<file path="src/rtl/reset_seq_pkg.sv">
// +---------------------------------------------------------------------------+
// | reset_seq_pkg : shared types and helpers for the reset_sequencer block     |
// | Revision      : 1.0                                                        |
// +---------------------------------------------------------------------------+
`default_nettype none

package reset_seq_pkg;

  localparam int unsigned MAX_CHANNELS = 16;

  typedef enum logic [1:0] {
    POR_WAIT = 2'd0,
    RELEASE  = 2'd1,
    RUN      = 2'd2,
    SHUTDOWN = 2'd3
  } seq_state_e;

  // Wide enough to hold the larger of the two delays.
  function automatic int unsigned cnt_width(input int unsigned por, input int unsigned gap);
    int unsigned m;
    m = (por > gap) ? por : gap;
    return $clog2(m + 1);
  endfunction

endpackage

`default_nettype wire

</file>
<file path="src/rtl/seq_delay_cnt.sv">
// +---------------------------------------------------------------------------+
// | seq_delay_cnt : delay counter shared by POR, release and shutdown waits    |
// | Revision      : 1.0                                                        |
// +---------------------------------------------------------------------------+
`default_nettype none

module seq_delay_cnt #(
  parameter int unsigned CNT_W = 6
) (
  input  logic             clk40,
  input  logic             rst,
  input  logic             clear_i,
  input  logic             run_i,
  input  logic [CNT_W-1:0] term_i,
  output logic             hit_o
);

  logic [CNT_W-1:0] cnt_q;
  logic [CNT_W-1:0] cnt_d;
  logic [CNT_W-1:0] cnt_inc;

  assign cnt_inc = cnt_q + CNT_W'(1);
  // Hit on the edge the count would reach the terminal value; it restarts at 0.
  assign hit_o   = run_i && (cnt_inc == term_i);

  always_comb begin
    cnt_d = cnt_q;
    if (clear_i || hit_o) begin
      cnt_d = '0;
    end else if (run_i) begin
      cnt_d = cnt_inc;
    end
  end

  always_ff @(posedge clk40) begin
    if (rst) begin
      cnt_q <= '0;
    end else begin
      cnt_q <= cnt_d;
    end
  end

endmodule

`default_nettype wire

</file>
<file path="src/rtl/reset_sequencer.sv">
// +---------------------------------------------------------------------------+
// | reset_sequencer : staggered power-on / soft-restart enable sequencer       |
// | Optional macro  : REVERSE_SHUTDOWN_EN (reverse-order channel shutdown)     |
// | Revision        : 1.0                                                      |
// +---------------------------------------------------------------------------+
`default_nettype none

module reset_sequencer
  import reset_seq_pkg::*;
#(
  parameter int unsigned CHANNELS   = 4,
  parameter int unsigned POR_CYCLES = 62,
  parameter int unsigned STAGE_GAP  = 16
) (
  input  logic                clk40,
  input  logic                rst,
  input  logic                req,
  input  logic                hold,
  output logic [CHANNELS-1:0] en,
  output logic                done
);

  localparam int unsigned      CNT_W      = cnt_width(POR_CYCLES, STAGE_GAP);
  localparam int unsigned      STG_W      = $clog2(MAX_CHANNELS + 1);
  localparam logic [STG_W-1:0] LAST_STAGE = STG_W'(CHANNELS - 1);
  localparam logic [CNT_W-1:0] POR_TERM   = CNT_W'(POR_CYCLES);
  localparam logic [CNT_W-1:0] GAP_TERM   = CNT_W'(STAGE_GAP);

  seq_state_e          state_q, state_d;
  logic [CHANNELS-1:0] en_q, en_d;
  logic                done_q, done_d;
  logic [STG_W-1:0]    stage_q, stage_d;

  logic             cnt_clear;
  logic             cnt_run;
  logic [CNT_W-1:0] cnt_term;
  logic             cnt_hit;

  // Kept outside the FSM process so the hit path has no feedback through it.
  assign cnt_run  = !hold && (state_q != RUN);
  assign cnt_term = (state_q == POR_WAIT) ? POR_TERM : GAP_TERM;

  seq_delay_cnt #(
    .CNT_W (CNT_W)
  ) u_delay_cnt (
    .clk40   (clk40),
    .rst     (rst),
    .clear_i (cnt_clear),
    .run_i   (cnt_run),
    .term_i  (cnt_term),
    .hit_o   (cnt_hit)
  );

  always_comb begin
    state_d   = state_q;
    en_d      = en_q;
    done_d    = done_q;
    stage_d   = stage_q;
    cnt_clear = 1'b0;

    unique case (state_q)
      POR_WAIT: begin
        if (cnt_hit) begin
          en_d    = CHANNELS'(1);
          stage_d = STG_W'(1);
          if (CHANNELS == 1) begin
            state_d = RUN;
            done_d  = 1'b1;
          end else begin
            state_d = RELEASE;
          end
        end
      end
      RELEASE: begin
        if (cnt_hit) begin
          en_d    = (en_q << 1) | CHANNELS'(1);
          stage_d = stage_q + STG_W'(1);
          if (stage_q == LAST_STAGE) begin
            state_d = RUN;
            done_d  = 1'b1;
          end
        end
      end
      RUN: begin
      end
      SHUTDOWN: begin
`ifdef REVERSE_SHUTDOWN_EN
        if (cnt_hit) begin
          en_d = en_q >> 1;
          if ((en_q >> 1) == '0) begin
            state_d = POR_WAIT;
            stage_d = '0;
          end
        end
`else
        state_d = POR_WAIT;
`endif
      end
      default: state_d = POR_WAIT;
    endcase

    if (req && (state_q != SHUTDOWN)) begin
      cnt_clear = 1'b1;
      done_d    = 1'b0;
      stage_d   = '0;
`ifdef REVERSE_SHUTDOWN_EN
      // The top channel drops on the request edge; the rest follow STAGE_GAP apart.
      en_d    = en_q >> 1;
      state_d = ((en_q >> 1) == '0) ? POR_WAIT : SHUTDOWN;
`else
      en_d    = '0;
      state_d = POR_WAIT;
`endif
    end
  end

  always_ff @(posedge clk40) begin
    if (rst) begin
      state_q <= POR_WAIT;
      en_q    <= '0;
      done_q  <= 1'b0;
      stage_q <= '0;
    end else begin
      state_q <= state_d;
      en_q    <= en_d;
      done_q  <= done_d;
      stage_q <= stage_d;
    end
  end

  assign en   = en_q;
  assign done = done_q;

endmodule

`default_nettype wire

</file>
<file path="config.mk">
export PLATFORM = sky130hd
export DESIGN_NAME = reset_sequencer
export DESIGN_NICKNAME = d
export VERILOG_FILES = /design/src/rtl/reset_seq_pkg.sv /design/src/rtl/seq_delay_cnt.sv /design/src/rtl/reset_sequencer.sv
export SDC_FILE = /design/constraint.sdc
export NUM_CORES = 1
export LEC_CHECK = 0
export BUFFER_PORTS_ARGS = -buffer_cell sky130_fd_sc_hd__buf_4
export CELL_PAD_IN_SITES_DETAIL_PLACEMENT = 1
export CELL_PAD_IN_SITES_GLOBAL_PLACEMENT = 1
export CORE_ASPECT_RATIO = 0.6
export CORE_MARGIN = 1
export CORE_UTILIZATION = 49
export CTS_BUF_LIST = sky130_fd_sc_hd__clkbuf_4 sky130_fd_sc_hd__clkbuf_8
export DETAILED_ROUTE_END_ITERATION = 10
export PLACE_DENSITY_LB_ADDON = 0.1
export SLEW_MARGIN = 30
export SYNTH_ARGS = -nofsm -noshare
export SYNTH_HDL_FRONTEND = slang
export SYNTH_SLANG_ARGS = --single-unit
</file>
<file path="constraint.sdc">
create_clock -name clk40 -period 3.6 [get_ports clk40]
set_input_delay 0.72 -clock clk40 [delete_from_list [all_inputs] [get_ports clk40]]
set_output_delay 0.72 -clock clk40 [all_outputs]
set_load 0.03 [all_outputs]
</file>
* After elaboration in Yosys (flattened, before gate mapping) *
Cells that the tools add are included.

word-level totals
  input port bits = 4
  word-level logic and storage cells = 41
  flip-flop bits (word level) = 18

operators by class
  reductions and logical operators = 13
  add/sub/neg operators = 2
  eq/ne operators = 9
  multiplexer cells = 12

operator list
  cell                                                 count
  2-to-1 mux 5 bit                                     2
  one-hot mux 5 bit (2 select lines)                   1
  2-to-1 mux 4 bit                                     2
  one-hot mux 4 bit (2 select lines)                   1
  adder 6 x 1 -> 6 bit, second input constant          1
  equality test 6 bit                                  1
  2-to-1 mux 2 bit                                     3
  2-to-1 mux 6 bit                                     1
  != test 2 bit, second input constant                 3
  one-hot mux 2 bit (3 select lines)                   1
  AND reduction 3 bit                                  2
  adder 5 x 1 -> 5 bit, second input constant          1
  equality test 5 x 2 -> 1 bit, second input constant  1
  != test 2 x 1 -> 1 bit, second input constant        2
  AND reduction 4 bit                                  1
  OR reduction 2 bit                                   2
  logical AND 1 bit                                    3
  nonzero test 3 bit                                   1
  equality test 2 x 1 -> 1 bit, second input constant  1
  equality test 2 bit, second input constant           1
  zero test 2 bit                                      1
  nonzero test 2 bit                                   1
  zero test 1 bit                                      1
  logical OR 1 bit                                     1
  2-to-1 mux 1 bit                                     1

* Logic depth before layout (Yosys ltp) *
  depth in word-level cells = 6
  gate-level depth with buffers = 9

* Cells and area by module *
A second synthesis with hierarchy kept.

second synthesis, totals
  cells, all modules = 125
  area, all modules = 1096.1 um^2

by module, submodules not included
  module           instances  area an instance (um^2)  cells each  seq. area each (um^2)
  reset_sequencer  1          654.4                    75          240.2
  seq_delay_cnt    1          441.7                    50          120.1

* Worst setup path after synthesis *
Ideal clock, no wire load.

  path kind = register to register
  start = register u_delay_cnt.cnt_q[0]
  end = register state_q[1]
  required time = 3526 ps
  period minus slack after synthesis = 2161 ps
  buffers on the path = 2
  cell stages (with the launch flop) = 8
  path slack = 1439 ps
  data arrival time = 2087 ps
  cells stage by stage = dfxtp_1 ha_1 clkbuf_1 or4_4 a31o_1 buf_6 or3_1 a31oi_1

on the way
  longest elaborated chain between the ends = 5
  elaborated cells on any way between the ends = 6
  those cells by class = add/sub (1); eq/ne (3); reduce/logical (2)

ends and longest elaborated chain
  element                            line                    text
  from (decl)                        seq_delay_cnt.sv:18     logic [CNT_W-1:0] cnt_q;
  from (signal assigned)             seq_delay_cnt.sv:39     cnt_q <= cnt_d;
  adder 6 x 1 -> 6 bit (*)           seq_delay_cnt.sv:22     assign cnt_inc = cnt_q + CNT_W'(1);
  equality test 6 bit (*)            seq_delay_cnt.sv:24     assign hit_o = run_i && (cnt_inc == term_i);
  logical AND 1 bit (*)              seq_delay_cnt.sv:24
  != test 2 x 1 -> 1 bit (no line)   --
  AND reduction 4 bit (no line) (*)  --
  to (signal assigned)               reset_sequencer.sv:124  state_q <= state_d;
  to (decl)                          reset_sequencer.sv:29   seq_state_e state_q, state_d;

Mark *: on every way between the ends. The rest lies on a longest branch, timed or not.
A chain may end at the register's enable or synchronous reset.

* Final worst setup path *
  start = register state_q[0]
  end = register stage_q[0]

on the way
  longest elaborated chain between the ends = 6
  elaborated cells on any way between the ends = 15
  those cells by class = eq/ne (6); mux (2); reduce/logical (7)

ends and longest elaborated chain
  element                           line                                          text
  zero test 2 bit                   reset_sequencer.sv:41, reset_sequencer.sv:61
  2-to-1 mux 6 bit                  reset_sequencer.sv:41                         assign cnt_term = (state_q == POR_WAIT) ? POR_TERM : GAP_TERM;
  equality test 6 bit               seq_delay_cnt.sv:24
  logical AND 1 bit                 seq_delay_cnt.sv:24
  != test 2 x 1 -> 1 bit (no line)  --
  AND reduction 3 bit (no line)     --
  to (signal assigned)              reset_sequencer.sv:127                        stage_q <= stage_d;
  to (decl)                         reset_sequencer.sv:32                         logic [STG_W-1:0] stage_q, stage_d;

Parallel ways exist; a longest one is shown, timed or not.

==> results.rst <==
.. list-table::
   :header-rows: 1

   * - Metric
     - Value
   * - Run status
     - completed
   * - Clock transition at path regs
     - 0.07 ns
   * - DRC violations left
     - 0
   * - Tightest Pin Transition
     - 0.801 ns
   * - TritonCTS buffer count
     - 3
   * - Number of cells on the worst hold path
     - 2
   * - Die boundary width
     - 63.1 um
   * - Setup TNS after final layout
     - 0 ns
   * - Pwr/cell area
     - 319 nW/um^2
   * - Post-route fraction of the period consumed by the critical path
     - 72.7%
   * - Leakage dissipation
     - 0.426 nW
   * - Detailed-route vias per instance
     - 6.33
   * - Number of max-slew violations in the final report
     - 0
   * - Cell area after placement
     - 1150 sq um
   * - Clock latency on the worst-skew pair
     - 0.25 ns
   * - Cells taking the most area after synthesis
     - dfxtp_1 (33%), ha_1 (6.8%), nand3_1 (5.5%)
   * - CTS resizes
     - 0
   * - Top sig layer
     - met4
   * - Yosys warns
     - 0
   * - First-pass GRT wire length
     - 4940 um
   * - Worst hold-check path type
     - flop to flop
   * - Dominant cell by count in the synthesized netlist
     - dfxtp_1
   * - Pin count of the biggest net entering global routing
     - 16
   * - Die height
     - 38.7 um
   * - Gr usage total
     - 28.1%
   * - Post-route standard cell area excluding fillers
     - 1200 sq um
   * - Critical Path End Type
     - flop
   * - Required time at the endpoint of the critical path
     - 3.76 ns
   * - Largest area contributor in the netlist
     - dfxtp_1
   * - Number of input and output port buffers inserted
     - 8
   * - WL met3
     - 113 um
   * - Number of distinct library cells after synthesis
     - 44
   * - Post-synthesis area per instance
     - 8.38 sq um
   * - Number of standard cells in the final layout excluding fillers
     - 163
   * - Routed wire length
     - 3040 um
   * - Sink of the worst hold path
     - done
   * - Aggregate global routing overflow
     - 0
   * - Detail Placement HPWL
     - 2150 um
   * - Number of cells on the worst reg-to-reg path
     - 7
   * - CP Launch Type
     - flop
   * - Syn-to-layout area delta
     - 9.46%
   * - Overall power after layout
     - 0.383 mW
   * - Number of primary I/O pins
     - 9
   * - Synthesized net count
     - 141
   * - Area enclosed by the die boundary
     - 2440 sq um
   * - Setup slack of the critical path after layout
     - 0.982 ns
   * - Hold slack
     - 0.460 ns
   * - Worst reg2reg path startpoint
     - state_q[0]
   * - Total instance count after detailed placement
     - 159
   * - Yosys top cell area share
     - 32.8%
   * - Detailed-route wire length on metal 1
     - 1560 um
   * - Number of hold violations in the final report
     - 0
   * - R2R Setup Slk
     - 0.98 ns
   * - Maximum clock frequency
     - 382 MHz
   * - Cts-stage hold buffer count
     - 0
   * - Vias post-DR
     - 1031
   * - Clk_skew
     - 0.00566 ns
   * - Launch instance of the worst min-delay path
     - done
   * - Max capacitance violation total
     - 0
   * - Number of global-route vias before repair
     - 979
   * - Max Fanout on Critical Path
     - 9
   * - Number of flip-flops and latches in the synthesized netlist
     - 18
   * - WL/cell
     - 18.6 um
   * - DR pass1 iterations
     - 4
   * - Initial cell density of the core
     - 55.8%
   * - Number of enable-type register cells in the synthesized netlist
     - 0
   * - H-Tree Level Count
     - 1
   * - Most common library cells after synthesis
     - dfxtp_1 (18), nand3_1 (12), nand2_1 (10)
   * - Syn Inst Count
     - 131
   * - Number of placement rows
     - 12
   * - Routability Congestion
     - 0.864
   * - Antenna diode count
     - 0
   * - CP arrival
     - 2.78 ns
   * - Post-place setup slack
     - 0.978 ns
   * - WS Path Type
     - flop to flop
   * - Max-slew headroom
     - 46.4%
   * - Initial detailed-routing violation count
     - 92
   * - Remaining antenna violation count after routing
     - 0
   * - Post-synthesis cell area
     - 1100 sq um
   * - Number of antenna violations at the first check in global routing
     - 0
   * - Synth Flop Type
     - dfxtp_1
   * - Async set-reset flop share out of synthesis
     - 0%
   * - Clock sink count
     - 18
   * - Fraction of layout instances using a drive strength above 1
     - 13.3%
   * - Final count of negative-setup-slack endpoints
     - 0
   * - Fraction of the yosys area taken by sequential cells
     - 32.8%
   * - Worst VDD drop
     - 0.197 mV
   * - Final core utilization
     - 61.1%
   * - Net count, final
     - 146
   * - Wire length on met2
     - 1360 um
   * - Maximum count of clock buffers along a single path
     - 2
   * - Unrepaired setup endpoints after global routing
     - no
   * - Clock tree from TritonCTS
     - done
   * - Master cell of the clock root buffer
     - clkbuf_8
   * - Postcts setup bufs
     - 0
   * - R2R Path End
     - stage_q[0]
   * - Min Tclk post-route
     - 2.62 ns
   * - Standard cell core area
     - 1970 sq um
[cell type report]
cell class	instances	area, sq um
Clock buffer	4	55.1
Inverter	5	18.8
Sequential cell	18	360
Multi-Input combinational cell	100	672
Timing Repair Buffer	8	60.1
Tap cell	28	35.0
Fill cell	244	766
[worst max-delay path by stage]
| stage | to | slack (ns) | startpoint | cells after the start |
|---|---|---|---|---|
| 6_report | stage_q[0] | 0.98 | state_q[0] | 7 |
| 5_1_grt | stage_q[0] | 0.77 | state_q[0] | 7 |
| 4_1_cts | stage_q[0] | 1.07 | state_q[0] | 7 |
| 3_5_place_dp | en[1] | 0.98 | hold | 6 |
| 3_3_place_gp | en[3] | 1.04 | hold | 6 |
| 2_1_floorplan | state_q[1] | 1.44 | u_delay_cnt.cnt_q[0] | 7 |
[state kept, by name, indices dropped and copies added (netlist names)]
signal             flops
en                     4
state_q                2
u_delay_cnt.cnt_q      6
stage_q                5
done                   1
[worst max-delay path: stages, from the launching register on]
cell	delay (ns)
dfxtp_1	0.42
inv_1	0.09
ha_1	0.32
xor2_1	0.29
mux2i_1	0.16
a31oi_1	0.65
nor2_1	0.28
a311oi_1	0.31
[layer usage]
layer	track usage, %	up-vias
li1	-	502
met1	38.0	508
met2	47.0	19
met3	7.06	2
met4	3.49	0
met5	0	-
[cell usage in the layout, fill, tap and decap left out, types with 2 or more instances in the layout]
master	count
nor3_1	7
inv_1	5
nor3b_1	2
or4_1	2
and2_1	2
mux2i_1	2
nand4_1	3
nand3_1	12
nand4b_1	2
o31ai_1	2
a31oi_1	7
clkbuf_8	4
xor2_1	5
a21oi_1	3
nand2_1	10
dfxtp_1	18
o211ai_1	3
ha_1	6
buf_4	8
o22ai_1	4
nor2_1	7
[power breakdown]
part,internal [mW],switching [mW],leakage (nW)
Clock,0.0972,0.0693,0.0288
Combinational,0.00539,0.00983,0.252
Sequential,0.200,0.00151,0.145
[logic make-up after synthesis]
logic type / share of synthesized area [%]
mux: 1.82
fa+ha+maj: 6.84
xor+xnor: 4.79
simple gates: 27.5
flops: 32.8
compound gates: 20.3
buf+inv: 5.93
(Power assumes the default switching activity.)
